`config.mk`:
```
export PLATFORM = sky130hd
export DESIGN_NAME = shift_seq_unit_flat
export DESIGN_NICKNAME = d
export VERILOG_FILES = /design/src/rtl/shift_seq_unit_if.sv /design/src/rtl/shift_seq_unit.sv /design/src/flat_wrapper.sv
export SDC_FILE = /design/constraint.sdc
export NUM_CORES = 1
export LEC_CHECK = 0
export ABC_AREA = 1
export CORE_UTILIZATION = 45
export DETAILED_ROUTE_END_ITERATION = 12
export GPL_ROUTABILITY_DRIVEN = 1
export PLACE_DENSITY = 0.78
export SLEW_MARGIN = 20
export SYNTH_ARGS = -nofsm -noshare
export SYNTH_HDL_FRONTEND = slang
export SYNTH_SLANG_ARGS = --single-unit
```
`constraint.sdc`:
```
create_clock -name clk -period 1.5 [get_ports clk]
set_clock_uncertainty 0.2 [all_clocks]
set_input_delay 0.375 -clock clk [delete_from_list [all_inputs] [get_ports clk]]
set_output_delay 0.375 -clock clk [all_outputs]
set_load 0.1 [all_outputs]
```
`src/rtl/shift_seq_unit_if.sv`:
```
// Purpose: groups the request/result signals of the sequential shifter.
// Ports  : start/op/data_in/n flow from master to slave;
//          data_out/busy/done flow from slave back to master.
interface shift_seq_unit_if #(
  parameter int WIDTH = 32,
  parameter int CNT_W = 5
);
  logic             start;
  logic [2:0]       op;
  logic [WIDTH-1:0] data_in;
  logic [CNT_W-1:0] n;
  logic [WIDTH-1:0] data_out;
  logic             busy;
  logic             done;

  // Requester side: issues operations and waits on done.
  modport master (
    output start, op, data_in, n,
    input  data_out, busy, done
  );

  // Shifter side.
  modport slave (
    input  start, op, data_in, n,
    output data_out, busy, done
  );
endinterface

```
`src/rtl/shift_seq_unit.sv`:
```
// Purpose : one-bit-per-clock shifter/rotator for SLL/SRL/SRA/ROL/ROR (others pass through).
// Latency : done pulses in the cycle after edge E_n (start edge = E0); n=0 -> 1 cycle, n=31 -> 32.
// Backpres: start is ignored while busy; accepted in IDLE or DONE (back-to-back allowed).
// Ports   : clk, reset (synchronous, active-high);
//           bus.start/op/data_in/n  request, latched on the accepting edge;
//           bus.data_out            working/result register, held until the next accepted start;
//           bus.busy                high while shifting; bus.done one-cycle result-valid pulse.
module shift_seq_unit #(
  parameter int WIDTH = 32,
  parameter int CNT_W = 5
) (
  input  logic          clk,
  input  logic          reset,
  shift_seq_unit_if.slave bus
);

  localparam logic [1:0] ST_IDLE  = 2'd0;
  localparam logic [1:0] ST_SHIFT = 2'd1;
  localparam logic [1:0] ST_DONE  = 2'd2;

  localparam logic [2:0] OP_SLL = 3'b000;
  localparam logic [2:0] OP_SRL = 3'b001;
  localparam logic [2:0] OP_SRA = 3'b010;
  localparam logic [2:0] OP_ROL = 3'b011;
  localparam logic [2:0] OP_ROR = 3'b100;

  logic [1:0]       state_q, state_d;
  logic [WIDTH-1:0] data_q,  data_d;
  logic [CNT_W-1:0] cnt_q,   cnt_d;
  logic [2:0]       op_q,    op_d;

  // Single-position step applied once per SHIFT cycle.
  function automatic logic [WIDTH-1:0] step(input logic [2:0] sel, input logic [WIDTH-1:0] d);
    logic [WIDTH-1:0] r;
    case (sel)
      OP_SLL:  r = {d[WIDTH-2:0], 1'b0};
      OP_SRL:  r = {1'b0, d[WIDTH-1:1]};
      OP_SRA:  r = {d[WIDTH-1], d[WIDTH-1:1]};
      OP_ROL:  r = {d[WIDTH-2:0], d[WIDTH-1]};
      OP_ROR:  r = {d[0], d[WIDTH-1:1]};
      default: r = d;
    endcase
    return r;
  endfunction

  always_comb begin
    state_d = state_q;
    data_d  = data_q;
    cnt_d   = cnt_q;
    op_d    = op_q;
    case (state_q)
      ST_IDLE, ST_DONE: begin
        if (bus.start) begin
          data_d  = bus.data_in;
          op_d    = bus.op;
          cnt_d   = bus.n;
          // A zero amount skips SHIFT entirely; from DONE this keeps done high one more cycle.
          state_d = (bus.n == '0) ? ST_DONE : ST_SHIFT;
        end else begin
          state_d = ST_IDLE;
        end
      end
      ST_SHIFT: begin
        data_d = step(op_q, data_q);
        cnt_d  = cnt_q - 1'b1;
        // cnt counts remaining steps including this one, so the last step is taken at cnt==1.
        if (cnt_q == {{(CNT_W-1){1'b0}}, 1'b1}) begin
          state_d = ST_DONE;
        end
      end
      default: state_d = ST_IDLE;
    endcase
  end

  always_ff @(posedge clk) begin
    if (reset) begin
      state_q <= ST_IDLE;
      data_q  <= '0;
      cnt_q   <= '0;
      op_q    <= 3'b000;
    end else begin
      state_q <= state_d;
      data_q  <= data_d;
      cnt_q   <= cnt_d;
      op_q    <= op_d;
    end
  end

  // Status outputs are pure decodes of the registered state.
  assign bus.data_out = data_q;
  assign bus.busy     = (state_q == ST_SHIFT);
  assign bus.done     = (state_q == ST_DONE);

endmodule

```
`src/flat_wrapper.sv`:
```
// flat-port wrapper written by rule: the top's interface ports become plain ports
module shift_seq_unit_flat 
#(
  parameter int WIDTH = 32,
  parameter int CNT_W = 5
)
  (clk, reset, bus_start, bus_op, bus_data_in, bus_n, bus_data_out, bus_busy, bus_done);
  shift_seq_unit_if #(.WIDTH(WIDTH), .CNT_W(CNT_W)) bus_i ();
  input  logic clk;
  input  logic reset;
  input wire logic [$bits(bus_i.start)-1:0] bus_start;
  input wire logic [$bits(bus_i.op)-1:0] bus_op;
  input wire logic [$bits(bus_i.data_in)-1:0] bus_data_in;
  input wire logic [$bits(bus_i.n)-1:0] bus_n;
  output wire logic [$bits(bus_i.data_out)-1:0] bus_data_out;
  output wire logic [$bits(bus_i.busy)-1:0] bus_busy;
  output wire logic [$bits(bus_i.done)-1:0] bus_done;
  assign bus_i.start = bus_start;
  assign bus_i.op = bus_op;
  assign bus_i.data_in = bus_data_in;
  assign bus_i.n = bus_n;
  assign bus_data_out = bus_i.data_out;
  assign bus_busy = bus_i.busy;
  assign bus_done = bus_i.done;
  shift_seq_unit #(.WIDTH(WIDTH), .CNT_W(CNT_W)) u_core (.clk(clk), .reset(reset), .bus(bus_i));
endmodule
```
Word level (Yosys, flattened, before mapping)
Index checks and enable logic that the tools add are counted.

Output and inout bits: 34. Bits of input ports: 43. Word-level logic and storage cells: 36. Flip-flop bits (word level): 42.

Multiplexer cells: 9. Reductions and logical operators: 9. Equality and inequality tests: 12. Add/subtract/negate cells: 1.

Operator list (count): 32-bit one-hot mux with 5 select lines (1); 32-bit one-hot mux with 2 select lines (1); 32-bit 2-to-1 mux (1); 5-bit one-hot mux with 2 select lines (1); 3-bit by 2-bit equality test with 1-bit output, second input constant (2); 2-bit 2-to-1 mux (3); 6-bit by 1-bit inequality test with 1-bit output, second input constant (1); 5-bit by 1-bit equality test with 1-bit output, second input constant (1); 5-bit logical NOT (1); 5-bit 2-to-1 mux (1); 5-bit by 1-bit inequality test with 1-bit output, second input constant (1); 5-bit by 1-bit subtractor with 5-bit output, second input constant (1); 2-bit inequality test, second input constant (2); 2-bit one-hot mux with 2 select lines (1); 2-bit AND reduction (2); 4-bit AND reduction (1); 3-bit by 1-bit equality test with 1-bit output, second input constant (1); 3-bit equality test, second input constant (1); 3-bit logical NOT (1); 3-bit AND reduction (1); 2-bit by 1-bit equality test with 1-bit output, second input constant (1); 2-bit equality test, second input constant (1); 2-bit logical NOT (1); 2-bit by 1-bit inequality test with 1-bit output, second input constant (1); other kinds (2) (2).

Logic depth before layout (Yosys ltp)
Depth in word-level cells: 4. Depth in mapped cells: 9. Gate-level depth less buffers: 9.

Least setup slack after synthesis
No wires, ideal clock.

Path type: register -> output. Start: reg u_core.state_q[1]. End: out bus_done. Slack: -0.667 ns. Stages on the path, launching flop included: 3. Buffers on the path: 0. Required time: 0.925 ns. Arrival: 1.592 ns. Path through: dfxtp_1 inv_1 nor2_1.

Cells in the longest elaborated chain, start to end: 1.

Ends and longest elaborated chain: from (decl) (RTL line shift_seq_unit.sv:27) `logic [1:0] state_q, state_d;`; from (signal assigned) (RTL line shift_seq_unit.sv:82) `state_q <= state_d;`; 2-bit equality test (RTL line shift_seq_unit.sv:92) `assign bus.done = (state_q == ST_DONE);`; to (decl) (RTL line flat_wrapper.sv:17) `output wire logic [$bits(bus_i.done)-1:0] bus_done;`.

No other way between the ends.

Worst setup path in the final report
Start: reg u_core.op_q[0]. End: reg u_core.data_q[21] (netlist: u_core.bus.data_out[21]).

Cells in the longest elaborated chain, start to end: 3. Elaborated cells on any way between the ends: 9. Those cells by class: 5 x eq/ne; 2 x mux; 2 x reduce/logical.

Ends and longest elaborated chain: from (decl) (RTL line shift_seq_unit.sv:30) `logic [2:0] op_q, op_d;`; from (signal assigned) (RTL line shift_seq_unit.sv:85) `op_q <= op_d;`; 3-bit equality test (tied with other cells) (RTL line shift_seq_unit.sv:35) `case (sel)`; 32-bit one-hot mux with 5 select lines / 6-bit by 1-bit inequality test with 1-bit output (equally long branches); 32-bit one-hot mux with 2 select lines / 3-bit AND reduction (equally long branches); to (signal assigned) (RTL line shift_seq_unit.sv:83) `data_q <= data_d;`; to (decl) (RTL line shift_seq_unit.sv:28) `logic [WIDTH-1:0] data_q, data_d;`.

Parallel ways exist; a longest one is shown, timed or not. A chain may end at the register's enable or synchronous reset.

==> results.yml <==
yosys:
  synth_nets: 515
  syn_area_um2: 2930
  ys.warnings.count: 0
  synth_area_leaders: "dfxtp_1, nand2_1, nor2_1, nand3_2, a21oi_1"
  synth_seq_cells: 42
  avgSynthCellArea_um2: 6.24
  synth.top_cell.area_share: 0.287
  synth_area_leader_cell: "dfxtp_1"
  ys_types: 26
  ys_seq_area_frac: 0.287
  synth_cells: 470
place:
  dp_hpwl_um: 5670
  gp_congestion: 0.908
  place_inst: 620
  portBuffers: 76
  place_area_um2: 4280
  dpl_worst_slack_ns: -0.493
pwr:
  max-vdd-ir-drop_uv: 662
  internal_power_mw: 3.04
  net-switching-power_mw: 2.68
  p_comb_frac: 0.601
  clock_power_share: 0.123
  p_seq_frac: 0.276
  p_sw_frac: 0.468
  power.density_nw_per_um2: 1130
  cellLeakagePower_nw: 2.33
sta:
  setup_slack_ns: -0.223
  hold_viol_final: 0
  setup-tns-final_ns: -4.75
  rsz0062_at_grt: "yes"
  final.period_utilization: 1.15
  fin_crit_ns: 1.72
  relSlewSlack: 0.818
  setup_viol: 35
  final_max_slew_viol_count: 0
  fmax_mhz: 580
  max_slew.worst_pin.slew_ns: 0.273
routing:
  vias: 3828
  drtAntennaViolNets: 0
  wl_um: 11900
  wl_per_cell_um: 18.3
  drt_first_iter_violations: 569
  vias_per_cell: 5.87
  drcViolationCount: 0
  drtPass1Iterations: 5
final_layout:
  drive_gt1_frac: 0.391
  fin_util: 0.803
  antenna_cells: 0
  nNetsFinal: 620
  n_fill_cell: 382
  fin_area_um2: 5070
  areaGrowthSynthToFinish_pct: 73.0
  mostFrequentLayoutCells: "nand2_1, nor2_1, buf_12"
  fin_cells: 652
  final_common_cell: "nand2_1"
floorplanning:
  die_width_um: 82.7
  dieHeight_um: 82.7
  num_io_pins: 77
  die_area_um2: 6840
  start_util: 0.465
  std_cell_rows: 29
  coreArea_um2: 6310
global_route:
  grt_busiest_layer: "met2"
  first_global_vias: 3623
  grt_use_met3: 0.0615
  globalRouteMet1Util: 0.399
  grt_first_pass_wirelength_um: 17200
  grt_use_met2: 0.563
  grt_remaining_overflow: 0
  antenna_found_initial: 0
  grt_usage: 0.332
  grt_max_degree: 26
clock_tree:
  path_clk_slew_ns: 0.08
  cts_tree: "done"
  worstSkewPairLatency_ns: 0.29
  clock_sinks: 42
  cts_hold_buf: 0
  numCtsBuffers: 5
  clockBufferDepth: 2
  cts_root_buffer: "clkbuf_8"
  htree_levels: 2
flow_run:
  drv_cap: 0
worst_setup_path:
  arrival_ns: 1.71
  path_max_fanout: 7
  worstSetupEndpointType: "flop"
  cp-start-kind: "flop"
  worstPathRequired_ns: 1.49
  crit_type: "flop to flop"
status:
  violations: "setup timing"
  outcome: "complete, but fails checks"
hold_path:
  hold_class: "flop to flop"
## synthesized netlist by cell type (all sizes together)
master and count:
a211oi 1, a21oi 41, buf 21, clkbuf 9, dfxtp 42, ha 2
inv 50, nand2 119, nand3 43, nand4 3, nor2 99, nor3 1
o211ai 1, o21ai 37, o221ai 1
## cell families (layout without fill, tap and decap cells)
logic type / after synthesis / count (layout) / synth area share
simple gates: 265 / 265 / 0.421
buf+inv: 80 / 185 / 0.142
compound gates: 81 / 81 / 0.141
fa+ha+maj: 2 / 2 / 0.00853
flops: 42 / 42 / 0.287
## per-layer routing
layer,vias up,part of all wire
met5,-,0
met4,0,0.060
met3,82,0.091
met2,276,0.48
met1,1770,0.37
li1,1700,-
## repair_timing
action | in CTS | in global routing
endpoints found under the setup margin | 35 | 41
cloned | 8 | 0
hold endpoints to repair | 0 | 0
pin swaps | 10 | 9
buffers inserted | 14 | 4
resized for setup | 80 | 35
## sequential cells by signal, indices dropped and copies added (netlist names)
register and cells:
u_core.state_q 2, u_core.op_q 3, u_core.bus.data_out 32, u_core.cnt_q 5
## power groups by stage
stage	clock network, mW	registers [mW]	logic (mW)
after global routing	0.754	1.59	3.60
after CTS	0.705	1.54	3.18
after floorplan	0	2.30	1.01
final	0.702	1.58	3.44
after global placement	0	1.53	2.68
after detailed placement	0	1.54	2.75
## stage by stage
| stage | power [mW] | hold WS [ns] |
|---|---|---|
| 2_1_floorplan | 3.31 | 0.237 |
| 3_3_place_gp | 4.21 | 0.269 |
| 3_5_place_dp | 4.28 | 0.277 |
| 4_1_cts | 5.42 | 0.295 |
| 5_1_grt | 5.95 | 0.334 |
| 6_report | 5.72 | 0.317 |
## cell type report
type | count | area, um^2 | area share
tap | 77 | 96.3 | 0.0190
timing repair buffer | 128 | 1870 | 0.368
clock buffer | 7 | 76.3 | 0.0150
sequential | 42 | 907 | 0.179
multi-input combinational | 348 | 1920 | 0.379
inverter | 50 | 203 | 0.0400
## final timing paths
| kind | from | endpoint | slack [ns] | cells after the start |
|---|---|---|---|---|
| setup / recovery | u_core.op_q[0]$_SDFFE_PP0P_ | u_core.bus.data_out[21]$_SDFFE_PP0P_ | -0.22 | 9 |
| hold / removal | u_core.cnt_q[1]$_SDFFE_PP0P_ | u_core.cnt_q[1]$_SDFFE_PP0P_ | 0.32 | 2 |
| setup reg to reg | u_core.op_q[0]$_SDFFE_PP0P_ | u_core.bus.data_out[21]$_SDFFE_PP0P_ | -0.22 | 9 |
| hold reg to reg | u_core.cnt_q[1]$_SDFFE_PP0P_ | u_core.cnt_q[1]$_SDFFE_PP0P_ | 0.32 | 2 |
## critical path: stages (launching register included)
cell	delay, ns
dfxtp_4	0.42
inv_4	0.05
nand2_4	0.08
nand3_4	0.12
buf_4	0.18
buf_12	0.14
a21oi_2	0.12
nor2_1	0.06
nor2_1	0.16
nor2_1	0.08
Note: power is estimated with default switching activity, not from simulation.
